--- src/rtl/mem_stage.sv ---
// Memory-access stage with MEM/WB register and fixed-wait-state data memory FSM.
// Optional out-of-range detection is enabled by defining MEM_BOUNDS_CHECK_EN.
module mem_stage #(
    parameter int unsigned DEPTH       = 64,
    parameter int unsigned WAIT_CYCLES = 3,
    parameter logic [31:0] BASE_ADDR   = 32'd1024
) (
    input  logic        clk,
    input  logic        reset,
    input  logic        WB_EN_in,
    input  logic        MEM_R_EN_in,
    input  logic        MEM_W_EN_in,
    input  logic [31:0] ALU_result_in,
    input  logic [31:0] Val_Rm_in,
    input  logic [3:0]  Reg_Dest_in,
    output logic        freeze,
    output logic        WB_EN_out,
    output logic        MEM_R_EN_out,
    output logic [31:0] ALU_result_out,
    output logic [31:0] Mem_read_value,
    output logic [3:0]  Reg_Dest_out,
    output logic        Mem_error
);

    localparam int unsigned AW = (DEPTH > 1) ? $clog2(DEPTH) : 1;
    localparam int unsigned CW = (WAIT_CYCLES > 1) ? $clog2(WAIT_CYCLES) : 1;

    typedef enum logic [1:0] {IDLE, BUSY, DONE} state_t;

    state_t          state;
    logic [CW-1:0]   cnt;
    logic [AW-1:0]   addr_q;
    logic [31:0]     data_q;
    logic            store_q;
    logic            oob_q;
    logic [31:0]     rdata;
    logic [31:0]     mem [DEPTH];

    logic            mem_req;
    logic [AW-1:0]   word_idx;
    logic            oob_in;
    logic            mem_we;

    assign mem_req  = MEM_R_EN_in | MEM_W_EN_in;
    assign word_idx = AW'((ALU_result_in - BASE_ADDR) >> 2);

`ifdef MEM_BOUNDS_CHECK_EN
    localparam logic [32:0] LIMIT = 33'(BASE_ADDR) + 33'(4 * DEPTH);
    assign oob_in = (ALU_result_in < BASE_ADDR) || ({1'b0, ALU_result_in} >= LIMIT);
`else
    assign oob_in = 1'b0;
`endif

    // Gated by reset so an in-flight access releases the pipeline without waiting for a clock.
    assign freeze = !reset && ((state == IDLE && mem_req) || state == BUSY);

    assign mem_we = !reset && state == BUSY && cnt == '0 && store_q && !oob_q;

    always_ff @(posedge clk) begin
        if (mem_we)
            mem[addr_q] <= data_q;
    end

    always_ff @(posedge clk or posedge reset) begin
        if (reset) begin
            state          <= IDLE;
            cnt            <= '0;
            addr_q         <= '0;
            data_q         <= '0;
            store_q        <= 1'b0;
            oob_q          <= 1'b0;
            rdata          <= '0;
            WB_EN_out      <= 1'b0;
            MEM_R_EN_out   <= 1'b0;
            ALU_result_out <= '0;
            Mem_read_value <= '0;
            Reg_Dest_out   <= '0;
            Mem_error      <= 1'b0;
        end else begin
            case (state)
                IDLE: begin
                    if (mem_req) begin
                        addr_q  <= word_idx;
                        data_q  <= Val_Rm_in;
                        store_q <= MEM_W_EN_in;
                        oob_q   <= oob_in;
                        cnt     <= CW'(WAIT_CYCLES - 1);
                        state   <= BUSY;
                    end
                end
                BUSY: begin
                    if (cnt == '0) begin
                        if (!store_q)
                            rdata <= oob_q ? '0 : mem[addr_q];
                        state <= DONE;
                    end else begin
                        cnt <= cnt - 1'b1;
                    end
                end
                DONE:    state <= IDLE;
                default: state <= IDLE;
            endcase

            // MEM/WB register: a frozen cycle inserts a bubble so writeback fires once per instruction.
            if (freeze) begin
                WB_EN_out    <= 1'b0;
                MEM_R_EN_out <= 1'b0;
            end else if (state == DONE) begin
                WB_EN_out      <= WB_EN_in;
                MEM_R_EN_out   <= MEM_R_EN_in;
                ALU_result_out <= ALU_result_in;
                Reg_Dest_out   <= Reg_Dest_in;
                Mem_read_value <= rdata;
                Mem_error      <= oob_q;
            end else begin
                WB_EN_out      <= WB_EN_in;
                MEM_R_EN_out   <= 1'b0;
                ALU_result_out <= ALU_result_in;
                Reg_Dest_out   <= Reg_Dest_in;
                Mem_error      <= 1'b0;
            end
        end
    end

endmodule

--- config.mk ---
export PLATFORM = sky130hd
export DESIGN_NAME = mem_stage
export DESIGN_NICKNAME = d
export VERILOG_FILES = /design/src/rtl/mem_stage.sv
export SDC_FILE = /design/constraint.sdc
export NUM_CORES = 2
export LEC_CHECK = 0
export BUFFER_PORTS_ARGS = -buffer_cell sky130_fd_sc_hd__buf_2
export CAP_MARGIN = 5
export CORE_ASPECT_RATIO = 1.75
export CORE_MARGIN = 1.5
export CORE_UTILIZATION = 60
export CTS_CLUSTER_DIAMETER = 80
export CTS_CLUSTER_SIZE = 20
export DETAILED_ROUTE_END_ITERATION = 7
export PLACE_DENSITY = 0.75
export SYNTH_ARGS = -nofsm -noshare
export SYNTH_HDL_FRONTEND = slang
export SYNTH_SLANG_ARGS = --single-unit
--- constraint.sdc ---
create_clock -name clk -period 7.77 [get_ports clk]
set_input_delay 2.331 -clock clk [delete_from_list [all_inputs] [get_ports clk]]
set_output_delay 2.331 -clock clk [all_outputs]
set_load 0.01 [all_outputs]
==> impl_metrics.py <==
metrics = {
    "detailed_routing": {
        "drtAntennaViolNets": 0,
        "wire_per_inst_um": 37.84,
        "drt-pass1-iter-count": 6,
        "drt-total-wl_um": 246000,
        "vias": 46620,
        "drc_errors": 0,
        "drt_iter0_markers": 7147,
        "via_per_inst": 7.172,
    },
    "synth": {
        "netlist_instances": 4492,
        "yosysTopAreaCell": "edfxtp_1",
        "netlist_top_cells_area": "edfxtp_1 74%, mux4_2 5.4%, dfrtp_1 4.3%",
        "ys_seq_area_share_pct": 77.94,
        "synth_cell_types": 68,
        "synth-seq-cells": 2193,
        "syn_area_per_cell_um2": 18.60,
        "synth_edf_count": 2048,
        "synth_ff_type": "edfxtp_1",
        "synthArstFlopShare_pct": 6.612,
        "synth_nets": 4566,
        "synth_top_area_share_pct": 73.60,
        "synth_area_um2": 83560,
        "yosysWarnings": 0,
    },
    "placement": {
        "placedInstanceArea_um2": 86700,
        "gp_congestion": 0.9566,
        "port_buffers": 143,
        "dp_hpwl_um": 146700,
    },
    "global_routing": {
        "antenna_found_initial": 21,
        "gr-total-overflow": 0,
        "grtUsageTotal_pct": 34.78,
        "grt_pass1_wl_um": 340300,
        "grt_max_degree": 98,
        "grt_pass1_vias": 44910,
    },
    "timing": {
        "finalSetupViolCount": 0,
        "tightest_slew_ns": 1.329,
        "slew_headroom_pct": 8.846,
        "slew_viol_final": 0,
        "fin_worst_skew_ns": 0.03889,
        "fin_crit_sh_pct": 77.55,
        "rsz0062_at_grt": "false",
        "hold_viol_final": 0,
        "fmax_ghz": 0.1660,
        "fin_crit_ns": 6.026,
        "fin_tns_setup_ns": 0,
    },
    "clocking": {
        "insertion_delay_ns": 0.80,
        "root_buffer": "clkbuf_16",
        "clock-sinks": 2193,
        "clk_pin_slew_worst_paths_ns": 0.08,
        "cts_tree": "done",
        "postCtsSetupBuffers": 0,
        "ctsResizeCount": 0,
        "cts_buffers": 119,
        "holdBufCountCts": 0,
        "h-tree-depth": 3,
        "clockBufferDepth": 3,
    },
    "floorplan": {
        "die-area_um2": 141600,
        "ioPinCount": 145,
        "die_y_um": 496.7,
        "die_w_um": 285.1,
        "core_area_um2": 138600,
        "rows": 181,
        "start_util_pct": 60.29,
    },
    "cells_and_area": {
        "fin_area_um2": 90130,
        "mostFrequentLayoutCells": "2048 x edfxtp_1, 306 x nand2_1, 278 x mux2i_1",
        "final_nets": 4658,
        "drive_above_1_share_pct": 17.12,
        "fillers": 9102,
        "multiInputGateArea_um2": 17400,
        "syn2layout_area_growth_pct": 7.859,
        "regArea_um2": 65210,
        "layout_commonest_cell": "edfxtp_1",
    },
    "run_status": {
        "outcome": "finished, final reports clean",
    },
    "critical_path": {
        "cpMostUsedCell": "buf_2",
        "critical_path_buf_inv_count": 4,
        "cp_top_family": "buffers and inverters",
        "crit_required_ns": 5.44,
        "path_class": "in -> out",
        "max_stage_delay_ns": 0.43,
        "cp-end-kind": "output port",
        "crit_path_top_delay_cell": "inv_2",
        "worstPathCellList": "buf_2, o21ai_4, buf_4, a21o_1, inv_2, buf_2",
        "cp-start-kind": "input port",
        "path_max_fanout": 38,
        "cp.arrival_ns": 3.69,
    },
    "power": {
        "ir_drop_mv": 0.3782,
        "total_power_w": 0.03394,
        "cellPowerDensity_nw_per_um2": 376.6,
        "leakage_nw": 28.77,
    },
    "run": {
        "maxCapViolations": 0,
    },
    "min_path": {
        "hp-class": "reg -> reg",
    },
}
tightest hold or removal path: cells and delay by family, from the launching register on:
kind / cells / cell delay (ns)
DFF: 1 / 0.34
and+or+nand+nor: 2 / 0.10
final timing paths:
path,from,endpoint,slack (ns),cells after the start
max in group asynchronous,reset,rdata[12],4.00,4
worst max-delay path,MEM_W_EN_in,freeze,1.74,6
worst max register to register,addr_q[1],mem[11][1],3.13,5
min in group asynchronous,reset,cnt[0],1.65,2
worst min-delay path,ALU_result_out[29],ALU_result_out[29],0.47,2
worst min register to register,ALU_result_out[29],ALU_result_out[29],0.47,2
synthesized netlist by cell type (8+ instances only):
cell type	n
mux2i_1	278
a31oi_1	19
dfrtp_1	145
mux2_2	70
a221oi_1	276
nand4_1	18
a22oi_1	105
edfxtp_1	2048
a22o_1	16
buf_2	111
a21oi_1	65
o21ai_0	78
o22ai_1	101
o221ai_1	8
nor3_1	15
mux2_1	16
nor2_1	204
nand2_1	306
o21ai_1	57
clkbuf_1	113
o22a_1	12
buf_1	16
o32a_1	20
and2_1	8
and3_1	10
nand3_1	21
buf_4	26
mux4_2	200
buf_6	30
stage by stage:
step           setup WS [ns]  instances  hold WS, ns  utilization [%]
6_report               1.744       6500       0.4654            65.03
5_1_grt                1.602       6497       0.4957            65.03
3_3_place_gp           1.725       6291       0.4439            62.56
2_1_floorplan          1.400       4492       0.4645                -
3_5_place_dp           1.735       6291       0.4509            62.56
4_1_cts                1.728       6494       0.4689            65.01
registers in the layout, indices dropped and copies added (netlist names), 2 cells and up:
signal,flops
cnt,2
state,2
rdata,32
Mem_read_value,32
Reg_Dest_out,4
ALU_result_out,32
addr_q,6
mem,2048
data_q,32
where the power goes:
| part | internal [W] | switching [W] |
|---|---|---|
| clock | 0.00295 | 0.00364 |
| combinational | 0.00322 | 0.00803 |
| sequential | 0.0149 | 0.00121 |
final cells by class:
class	count	share of cell area [%]
Sequential cell	2193	72.35
Multi-Input combinational cell	1994	19.31
Clock buffer	199	3.731
Tap cell	1830	2.540
Timing Repair Buffer	268	1.978
Inverter	8	0.04442
Clock inverter	4	0.03887
Antenna cell	4	0.01111
kinds of logic after synthesis:
logic type / synth area share, %
AND/OR/NAND/NOR: 3.072
multiplexers: 9.879
buffers and inverters: 1.936
adder cells (fa/ha/maj): 0.01497
other: 0.004488
flip-flops: 77.94
AO/OA/AOI/OAI: 7.156
metal layers:
metal	routed length (µm)	GRT usage (%)
met5	97	0
met4	23090	25.96
met3	30910	8.561
met2	115400	54.87
met1	76440	41.85
(Power assumes the default switching activity.)
